==> config.mk <==
export PLATFORM = sky130hd
export DESIGN_NAME = load_store_unit_flat
export DESIGN_NICKNAME = d
export VERILOG_FILES = /design/src/rtl/load_store_unit_if.sv /design/src/rtl/load_store_unit.sv /design/src/flat_wrapper.sv
export SDC_FILE = /design/constraint.sdc
export NUM_CORES = 1
export LEC_CHECK = 0
export CAP_MARGIN = 40
export CORE_MARGIN = 5
export CORE_UTILIZATION = 49
export CTS_CLUSTER_DIAMETER = 80
export DETAILED_ROUTE_END_ITERATION = 8
export GPL_TIMING_DRIVEN = 0
export PLACE_DENSITY = 0.87
export SLEW_MARGIN = 25
export SYNTH_ARGS = -nofsm -noshare
export SYNTH_HDL_FRONTEND = slang
export SYNTH_SLANG_ARGS = --single-unit
==> constraint.sdc <==
create_clock -name clk_i -period 3.8 [get_ports clk_i]
set_input_delay 0.95 -clock clk_i [delete_from_list [all_inputs] [get_ports clk_i]]
set_output_delay 0.95 -clock clk_i [all_outputs]
set_load 0.02 [all_outputs]
==> src/rtl/load_store_unit_if.sv <==
// Core/memory bus bundle for the load/store unit.
// slave = LSU side; master = core + memory side.
interface load_store_unit_if;
  logic        core_req_i;
  logic        core_we_i;
  logic [2:0]  core_size_i;
  logic [31:0] core_addr_i;
  logic [31:0] core_wd_i;
  logic [31:0] core_rd_o;
  logic        core_rd_valid_o;
  logic        core_stall_o;
  logic        misaligned_o;
  logic        fault_o;
  logic        mem_req_o;
  logic        mem_we_o;
  logic [3:0]  mem_be_o;
  logic [31:0] mem_addr_o;
  logic [31:0] mem_wd_o;
  logic [31:0] mem_rd_i;
  logic        mem_ready_i;

  modport slave (
    input  core_req_i, core_we_i, core_size_i,
    input  core_addr_i, core_wd_i,
    output core_rd_o, core_rd_valid_o,
    output core_stall_o, misaligned_o, fault_o,
    output mem_req_o, mem_we_o, mem_be_o,
    output mem_addr_o, mem_wd_o,
    input  mem_rd_i, mem_ready_i
  );

  modport master (
    output core_req_i, core_we_i, core_size_i,
    output core_addr_i, core_wd_i,
    input  core_rd_o, core_rd_valid_o,
    input  core_stall_o, misaligned_o, fault_o,
    input  mem_req_o, mem_we_o, mem_be_o,
    input  mem_addr_o, mem_wd_o,
    output mem_rd_i, mem_ready_i
  );
endinterface

==> src/rtl/load_store_unit.sv <==
// RV32I load/store unit: IDLE/BUSY/DONE FSM, lane steering,
// load extension, misalign/illegal-size checks and bus timeout.
// Ports: clk_i, rst_i (sync, active-high), bus (slave modport).
module load_store_unit #(
  parameter int unsigned TIMEOUT_CYCLES = 255
) (
  input  logic clk_i,
  input  logic rst_i,
  load_store_unit_if.slave bus
);

  localparam int CLW = $clog2(TIMEOUT_CYCLES + 1);
  localparam int CW  = (CLW > 8) ? CLW : 8;
  localparam logic [CW-1:0] CNT_LAST =
    CW'(TIMEOUT_CYCLES - 1);

  typedef enum logic [1:0] {
    IDLE,
    BUSY,
    DONE
  } state_e;

  state_e      state_q, state_d;
  logic [CW-1:0] cnt_q;
  logic        we_q;
  logic [2:0]  sz_q;
  logic [1:0]  off_q;
  logic [31:0] addr_q;
  logic [3:0]  be_q;
  logic [31:0] wd_q;
  logic [31:0] rd_q;
  logic        rdv_q;
  logic        flt_q;

  logic        legal;
  logic        aligned;
  logic        start;
  logic        tmo;
  logic [3:0]  be_d;
  logic [31:0] wd_d;
  logic [31:0] lane;
  logic [31:0] ld_data;

  logic [2:0]  sz;
  logic [1:0]  a10;
  assign sz  = bus.core_size_i;
  assign a10 = bus.core_addr_i[1:0];

  // BU/HU exist only as loads.
  always_comb begin
    legal = 1'b0;
    unique case (sz)
      3'b000, 3'b001, 3'b010: legal = 1'b1;
      3'b100, 3'b101:         legal = ~bus.core_we_i;
      default:                legal = 1'b0;
    endcase
  end

  always_comb begin
    aligned = 1'b1;
    unique case (sz[1:0])
      2'b01:   aligned = ~a10[0];
      2'b10:   aligned = (a10 == 2'b00);
      default: aligned = 1'b1;
    endcase
  end

  always_comb begin
    be_d = 4'b1111;
    wd_d = bus.core_wd_i;
    unique case (sz[1:0])
      2'b00: begin
        be_d = 4'b0001 << a10;
        wd_d = {4{bus.core_wd_i[7:0]}};
      end
      2'b01: begin
        be_d = a10[1] ? 4'b1100 : 4'b0011;
        wd_d = {2{bus.core_wd_i[15:0]}};
      end
      default: begin
        be_d = 4'b1111;
        wd_d = bus.core_wd_i;
      end
    endcase
  end

  assign start = (state_q == IDLE) && bus.core_req_i
               && legal && aligned;
  assign tmo   = (cnt_q == CNT_LAST);

  // Shift the addressed lane down to bit 0, then extend.
  assign lane = bus.mem_rd_i >> {off_q, 3'b000};

  always_comb begin
    ld_data = bus.mem_rd_i;
    unique case (sz_q)
      3'b000: ld_data = {{24{lane[7]}}, lane[7:0]};
      3'b100: ld_data = {24'd0, lane[7:0]};
      3'b001: ld_data = {{16{lane[15]}}, lane[15:0]};
      3'b101: ld_data = {16'd0, lane[15:0]};
      default: ld_data = bus.mem_rd_i;
    endcase
  end

  always_comb begin
    state_d = state_q;
    unique case (state_q)
      IDLE: if (start) state_d = BUSY;
      BUSY: if (bus.mem_ready_i || tmo) state_d = DONE;
      DONE: state_d = IDLE;
      default: state_d = IDLE;
    endcase
  end

  always_ff @(posedge clk_i) begin
    if (rst_i) begin
      state_q <= IDLE;
      cnt_q   <= '0;
      we_q    <= 1'b0;
      sz_q    <= 3'b000;
      off_q   <= 2'b00;
      addr_q  <= 32'd0;
      be_q    <= 4'd0;
      wd_q    <= 32'd0;
      rd_q    <= 32'd0;
      rdv_q   <= 1'b0;
      flt_q   <= 1'b0;
    end else begin
      state_q <= state_d;
      if (start) begin
        we_q   <= bus.core_we_i;
        sz_q   <= sz;
        off_q  <= a10;
        addr_q <= {bus.core_addr_i[31:2], 2'b00};
        be_q   <= be_d;
        wd_q   <= wd_d;
        cnt_q  <= '0;
        rdv_q  <= 1'b0;
        flt_q  <= 1'b0;
      end else if (state_q == BUSY) begin
        // Ready beats timeout in the same cycle.
        if (bus.mem_ready_i) begin
          rdv_q <= ~we_q;
          flt_q <= 1'b0;
          if (!we_q) rd_q <= ld_data;
        end else if (tmo) begin
          rdv_q <= 1'b0;
          flt_q <= 1'b1;
          if (!we_q) rd_q <= 32'd0;
        end else begin
          cnt_q <= cnt_q + 1'b1;
        end
      end
    end
  end

  logic idle_req;
  assign idle_req = (state_q == IDLE) && bus.core_req_i;

  assign bus.core_rd_o       = rd_q;
  assign bus.core_rd_valid_o = (state_q == DONE) && rdv_q;
  assign bus.core_stall_o    = start || (state_q == BUSY);
  assign bus.misaligned_o    = idle_req && legal && !aligned;
  assign bus.fault_o         = (idle_req && !legal)
                             || ((state_q == DONE) && flt_q);
  assign bus.mem_req_o       = (state_q == BUSY);
  assign bus.mem_we_o        = (state_q == BUSY) && we_q;
  assign bus.mem_be_o        = be_q;
  assign bus.mem_addr_o      = addr_q;
  assign bus.mem_wd_o        = wd_q;

endmodule
==> src/flat_wrapper.sv <==
// flat-port wrapper written by rule: the top's interface ports become plain ports
module load_store_unit_flat 
#(
  parameter int unsigned TIMEOUT_CYCLES = 255
)
  (clk_i, rst_i, bus_core_req_i, bus_core_we_i, bus_core_size_i, bus_core_addr_i, bus_core_wd_i, bus_core_rd_o, bus_core_rd_valid_o, bus_core_stall_o, bus_misaligned_o, bus_fault_o, bus_mem_req_o, bus_mem_we_o, bus_mem_be_o, bus_mem_addr_o, bus_mem_wd_o, bus_mem_rd_i, bus_mem_ready_i);
  load_store_unit_if bus_i ();
  input  logic clk_i;
  input  logic rst_i;
  input wire logic [$bits(bus_i.core_req_i)-1:0] bus_core_req_i;
  input wire logic [$bits(bus_i.core_we_i)-1:0] bus_core_we_i;
  input wire logic [$bits(bus_i.core_size_i)-1:0] bus_core_size_i;
  input wire logic [$bits(bus_i.core_addr_i)-1:0] bus_core_addr_i;
  input wire logic [$bits(bus_i.core_wd_i)-1:0] bus_core_wd_i;
  output wire logic [$bits(bus_i.core_rd_o)-1:0] bus_core_rd_o;
  output wire logic [$bits(bus_i.core_rd_valid_o)-1:0] bus_core_rd_valid_o;
  output wire logic [$bits(bus_i.core_stall_o)-1:0] bus_core_stall_o;
  output wire logic [$bits(bus_i.misaligned_o)-1:0] bus_misaligned_o;
  output wire logic [$bits(bus_i.fault_o)-1:0] bus_fault_o;
  output wire logic [$bits(bus_i.mem_req_o)-1:0] bus_mem_req_o;
  output wire logic [$bits(bus_i.mem_we_o)-1:0] bus_mem_we_o;
  output wire logic [$bits(bus_i.mem_be_o)-1:0] bus_mem_be_o;
  output wire logic [$bits(bus_i.mem_addr_o)-1:0] bus_mem_addr_o;
  output wire logic [$bits(bus_i.mem_wd_o)-1:0] bus_mem_wd_o;
  input wire logic [$bits(bus_i.mem_rd_i)-1:0] bus_mem_rd_i;
  input wire logic [$bits(bus_i.mem_ready_i)-1:0] bus_mem_ready_i;
  assign bus_i.core_req_i = bus_core_req_i;
  assign bus_i.core_we_i = bus_core_we_i;
  assign bus_i.core_size_i = bus_core_size_i;
  assign bus_i.core_addr_i = bus_core_addr_i;
  assign bus_i.core_wd_i = bus_core_wd_i;
  assign bus_core_rd_o = bus_i.core_rd_o;
  assign bus_core_rd_valid_o = bus_i.core_rd_valid_o;
  assign bus_core_stall_o = bus_i.core_stall_o;
  assign bus_misaligned_o = bus_i.misaligned_o;
  assign bus_fault_o = bus_i.fault_o;
  assign bus_mem_req_o = bus_i.mem_req_o;
  assign bus_mem_we_o = bus_i.mem_we_o;
  assign bus_mem_be_o = bus_i.mem_be_o;
  assign bus_mem_addr_o = bus_i.mem_addr_o;
  assign bus_mem_wd_o = bus_i.mem_wd_o;
  assign bus_i.mem_rd_i = bus_mem_rd_i;
  assign bus_i.mem_ready_i = bus_mem_ready_i;
  load_store_unit #(.TIMEOUT_CYCLES(TIMEOUT_CYCLES)) u_core (.clk_i(clk_i), .rst_i(rst_i), .bus(bus_i));
endmodule
Word level (Yosys, flattened, before mapping)
Index checks and enable logic that the tools add are counted.
{"block": "word_totals", "wordCells": 77, "out_inout_bits": 106, "in_bits": 104, "reg_bits": 116}
{"block": "op_classes", "n_mux": 17, "n_reduce_logical": 26, "n_eq_ne": 14, "addsub": 1, "shifts": 2, "bitwise": 6}
{"operator": "two-way mux 32 bit", "n": 4}
{"operator": "one-hot mux 32 bit (4 select lines)", "n": 1}
{"operator": "one-hot mux 32 bit (2 select lines)", "n": 1}
{"operator": ">> shifter 32 x 5 -> 16 bit", "n": 1}
{"operator": "equality test 3 bit, second input constant", "n": 4}
{"operator": "adder 8 x 1 -> 8 bit, second input constant", "n": 1}
{"operator": "equality test 8 bit, second input constant", "n": 1}
{"operator": "logical AND 1 bit", "n": 8}
{"operator": "one-hot mux 4 bit (2 select lines)", "n": 1}
{"operator": "equality test 3 x 1 -> 1 bit, second input constant", "n": 2}
{"operator": "zero test 2 bit", "n": 3}
{"operator": "zero test 3 bit", "n": 2}
{"operator": "inverter 1 bit", "n": 6}
{"operator": "equality test 2 x 1 -> 1 bit, second input constant", "n": 2}
{"operator": "equality test 2 bit, second input constant", "n": 2}
{"operator": "two-way mux 1 bit", "n": 4}
{"operator": "two-way mux 2 bit", "n": 2}
{"operator": "two-way mux 4 bit", "n": 1}
{"operator": "inequality test 2 x 1 -> 1 bit, second input constant", "n": 2}
{"operator": "one-hot mux 1 bit (2 select lines)", "n": 2}
{"operator": "one-hot mux 2 bit (2 select lines)", "n": 1}
{"operator": "AND reduction 2 bit", "n": 2}
{"operator": "AND reduction 4 bit", "n": 1}
{"operator": "OR reduction 2 bit", "n": 2}
{"operator": "other kinds (7)", "n": 10}

Longest topological paths before layout
Gate-level depths: netlist of the first run.
{"block": "logic_depth", "ltp_word": 7, "mapped_depth": 9, "mapped_depth_nobuf": 6}

Least setup slack after synthesis of the first run
OpenSTA, ideal clock, no wires.
{"block": "synth_path", "kind": "input -> output", "from": "in bus_core_size_i[0]", "to": "out bus_fault_o", "required_ps": 2850, "n_path_buf": 1, "t_arrival_ps": 2497, "setup_slack_ps": 353, "stages": 7, "cell_sequence": "inv_1 ha_1 clkbuf_1 nor3_1 a21oi_1 or3b_2 a21oi_1"}
{"block": "synth_between", "elab_chain_len": 6, "elab_cells_between_ends": 11, "classes_between": "4 x eq/ne; 1 x mux; 6 x reduce/logical"}
{"item": "from (decl)", "line_no": "flat_wrapper.sv:12", "text": "input wire logic [$bits(bus_i.core_size_i)-1:0] bus_core_size_i;"}
{"item": "equality test 3 x 1 -> 1 bit, or another cell as far along", "line_no": "load_store_unit.sv:52", "text": "unique case (sz)"}
{"item": "OR reduction 3 bit / OR reduction 2 bit (equally long branches)", "line_no": "load_store_unit.sv:52"}
{"item": "one-hot mux 1 bit (2 select lines) (*)", "line_no": "load_store_unit.sv:52"}
{"item": "zero test 1 bit (*)", "line_no": "load_store_unit.sv:164", "text": "assign bus.fault_o = (idle_req && !legal)"}
{"item": "logical AND 1 bit (*)", "line_no": "load_store_unit.sv:164"}
{"item": "logical OR 1 bit (*)", "line_no": "load_store_unit.sv:165", "text": "|| ((state_q == DONE) && flt_q);"}
{"item": "to (decl)", "line_no": "flat_wrapper.sv:19", "text": "output wire logic [$bits(bus_i.fault_o)-1:0] bus_fault_o;"}
Every way passes the cells marked *; elsewhere a longest branch is shown, timed or not.

Worst setup path in the final report of the first run
{"block": "layout_path", "from": "in bus_core_req_i", "to": "out bus_core_stall_o"}
{"block": "layout_between", "elab_chain_len": 4}
{"item": "from (decl)", "line_no": "flat_wrapper.sv:10", "text": "input wire logic [$bits(bus_i.core_req_i)-1:0] bus_core_req_i;"}
{"item": "logical AND 1 bit", "line_no": "load_store_unit.sv:87", "text": "assign start = (state_q == IDLE) && bus.core_req_i"}
{"item": "logical AND 1 bit (2 in series)", "line_no": "load_store_unit.sv:88", "text": "&& legal && aligned;"}
{"item": "logical OR 1 bit", "line_no": "load_store_unit.sv:162", "text": "assign bus.core_stall_o = start || (state_q == BUSY);"}
{"item": "to (decl)", "line_no": "flat_wrapper.sv:17", "text": "output wire logic [$bits(bus_i.core_stall_o)-1:0] bus_core_stall_o;"}
No other way between the ends.

==> flow_summary.toml, run 1 <==
[critical_path]
critPathArrivalTime_ps = 2830
slowest_delay_ps = 470
cp_top_family = "buffers and inverters"
crit_chain = "clkdlybuf4s50_1 > or3b_1 > a211oi_2 > o21ai_2 > buf_6 > nand2_1 > clkdlybuf4s15_2"
critPathBufInv = 3
cp_data_required_time_ps = 2850
cp_max_fo = 10
reg2reg_depth = 7
critPathCaptureType = "primary output"
worst-setup-path-type = "in2out"
critPathSlowestCell = "clkdlybuf4s50_1"
cp.depth = 7
crit_path_start_kind = "primary input"

[global_route]
grt_pass1_vias = 6067
grt_overflow = 0
grt_pass1_wl_um = 31700
grt.total_usage_pct = 27.8
antenna_found_initial = 2
grt_max_degree = 17

[floorplanning]
die_x_um = 118
row_count = 39
dieArea_um2 = 14000
io_pins = 210
start_util_pct = 50.0
fp.dieH_um = 118
core_area_um2 = 11500

[place]
place_hpwl_um = 14900
post-place-ws_ps = -1020
place.gp.congestion = 0.912
port_buffers = 207

[cells_and_area]
finalNetCount = 979
layout-drive-gt1-share_pct = 8.49
multi_input_area_um2 = 3090
final-seq-area_um2 = 2320
finalCoreUtilization_pct = 75.0
syn2layout_area_growth_pct = 49.9
nFillCells = 834

[timing]
relSlewSlack_pct = 46.9
fin_skew_ps = 6.94
worstMarginPinSlew_ps = 793
period_share_pct = 99.4
setup_violations = 0
hold_violations = 0
fin_crit_ps = 3780
max_freq_mhz = 265
setup_slack_ps = 24.4
slew_violations = 0

[routing]
drt_iter0_drc = 477
post_drt_via_cell_ratio = 5.71
wl_per_cell_um = 19.6
ant_nets = 0
postRouteWirelength_um = 20100
first_pass_iters = 6
drc = 0
dr_total_vias = 5865

[synth]
yosysSeqAreaShare_pct = 40.5
synth-main-ff-cell = "dfxtp_1"
synthesis.instances = 642
synth.distinct_cells = 57
async_flop_share_pct = 0
syn_area_per_cell_um2 = 8.93
yosysWarnings = 0
synth-seq-cells = 116
syn_area_um2 = 5730
synth_enable_flop_cells = 0

[pwr]
p_seq_share_pct = 37.9
power_mw = 3.40
p_sw_uw = 957
comb_power_share_pct = 17.2
switching_share_pct = 28.1
internal_power_mw = 2.44
powerDensity_nw_per_um2 = 396
clock_power_share_pct = 44.9
p_leak_nw = 3.40
peakVddDrop_uv = 301

[worst_hold_path]
hold_path_depth = 2
hold_path_class = "reg2reg"

[cts]
clk_pin_slew_ps = 50
insertion_delay_ps = 420
htreeDepth = 4
cts.sinks = 116
cts_root_buf = "clkbuf_16"
cts_tree = "done"
cts_buffers = 17
clockBufferDepth = 2

[run]
drv_cap = 0

[outcome]
status = "completed"
[worst reg2reg max path: stages, from the launching register on]
cell and delay, ps:
dfxtp_1 360, inv_1 80, ha_1 210, and3_1 220, a21oi_1 540, o21a_1 390, buf_2 300, a221o_1 190
[cell usage in the layout (no fill, tap or decap), types with 3 or more instances in the layout]
cell	count
mux2_1	10
nor2_1	7
buf_6	8
nor2b_1	13
nand2_1	133
o211a_1	10
inv_1	17
clkinv_2	5
and3_1	11
clkbuf_1	31
ha_1	4
a32oi_1	7
clkdlybuf4s50_1	202
a21oi_1	24
a211oi_1	7
o2111ai_1	10
o2bb2ai_1	17
o31ai_1	4
clkinv_4	5
a22oi_1	8
buf_2	11
clkbuf_16	17
o211ai_1	18
nand2b_1	12
mux2i_1	67
dfxtp_1	116
a221o_1	8
inv_6	3
buf_4	6
a21o_1	24
o21ai_0	15
nor3_1	3
[final timing paths]
path                                       start                                     to  slack [ps]
min          u_core.bus.mem_wd_o[3]$_SDFFE_PP0P_    u_core.bus.mem_wd_o[3]$_SDFFE_PP0P_         460
max                               bus_core_req_i                       bus_core_stall_o          20
min reg2reg  u_core.bus.mem_wd_o[3]$_SDFFE_PP0P_    u_core.bus.mem_wd_o[3]$_SDFFE_PP0P_         460
max reg2reg         u_core.cnt_q[0]$_SDFFE_PP0N_  u_core.bus.core_rd_o[13]$_SDFFE_PP0P_        1450
[registers in the layout, indices dropped and copies added (netlist names)]
| name | flops |
|---|---|
| u_core.bus.mem_wd_o | 32 |
| u_core.bus.mem_be_o | 4 |
| u_core.we_q | 1 |
| u_core.state_q | 2 |
| u_core.bus.core_rd_o | 32 |
| u_core.cnt_q | 8 |
| u_core.rdv_q | 1 |
| u_core.bus.mem_addr_o | 30 |
| u_core.flt_q | 1 |
| u_core.sz_q | 3 |
| u_core.off_q | 2 |
[layout make-up]
type	instances	share of cell area, %
clock inverters	15	1.54
repair buffers	209	24.2
clock buffers	17	4.95
flip-flops and latches	116	27.0
multi-input cells	454	36.0
well taps	143	2.08
diodes	1	0.0291
inverters	19	0.830
plain buffers	53	3.36
[per-stage QoR]
stage | hold slack (ps) | cells | instance area, um2 | setup TNS (ps)
2_1_floorplan | 463 | 643 | 5740 | 0
3_3_place_gp | 443 | 993 | 7990 | -2560
3_5_place_dp | 451 | 993 | 7990 | -2880
4_1_cts | 459 | 1025 | 8580 | 0
5_1_grt | 474 | 1027 | 8600 | -11.1
6_report | 461 | 1027 | 8600 | 0
[cells by family after synthesis]
kind of cell,synth area share [%]
XOR/XNOR,0.458
flip-flops,40.5
AO/OA/AOI/OAI,21.6
AND/OR/NAND/NOR,16.2
buffers and inverters,6.00
other,0.0654
adder cells (fa/ha/maj),1.09
multiplexers,14.1
[cells in the mapped netlist, types with 3 or more instances]
| library cell | count | area [um2] |
|---|---|---|
| and3_1 | 11 | 68.8 |
| buf_6 | 6 | 67.6 |
| a21o_1 | 24 | 180 |
| o211a_1 | 10 | 100 |
| nor2b_1 | 13 | 81.3 |
| mux2_1 | 10 | 113 |
| o2111ai_1 | 10 | 87.6 |
| o31ai_1 | 4 | 30.0 |
| buf_4 | 3 | 22.5 |
| nand2_1 | 133 | 499 |
| a22oi_1 | 8 | 60.1 |
| ha_1 | 5 | 62.6 |
| nor3_1 | 4 | 20.0 |
| a221o_1 | 8 | 80.1 |
| nor2_1 | 7 | 26.3 |
| dfxtp_1 | 116 | 2320 |
| clkbuf_1 | 34 | 128 |
| o211ai_1 | 18 | 135 |
| o2bb2ai_1 | 17 | 149 |
| inv_1 | 17 | 63.8 |
| o21ai_0 | 15 | 75.1 |
| mux2i_1 | 67 | 671 |
| a211oi_1 | 7 | 52.6 |
| a32oi_1 | 7 | 61.3 |
| a21oi_1 | 25 | 125 |
| nand2b_1 | 12 | 75.1 |
| buf_2 | 11 | 55.1 |
[timing repair]
item | in CTS | in global routing
setup buffers | 1 | 1
pin swaps | 3 | 1
setup endpoints to repair | 3 | 2
gates resized for setup | 23 | 7
hold buffers | 0 | 0
[layer usage]
layer | part of all wire (%) | vias to the layer above | track usage (%) | wire length (um)
li1 | - | 2751 | - | -
met1 | 40 | 2743 | 32.5 | 8020
met2 | 46 | 315 | 44.2 | 9180
met3 | 11 | 54 | 12.4 | 2190
met4 | 3.5 | 2 | 11.9 | 695
met5 | 0.065 | - | 0 | 13
[power groups by stage]
stage                     clock [mW]  sequential, mW  combinational, mW
after global routing            1.58            1.29              0.621
final                           1.53            1.29              0.586
after CTS                       1.53            1.29              0.578
after floorplan                    0            1.36              0.238
after global placement             0            1.31              0.558
after detailed placement           0            1.31              0.568
Power figures use the tool's default switching activity.
==> inputs of run 2 (changes only) <==
Settings changed: CTS_CLUSTER_DIAMETER 80 to 40.
==> results of run 2 <==
Same layout as run 1: the final DEF is identical, and so are final timing and power.
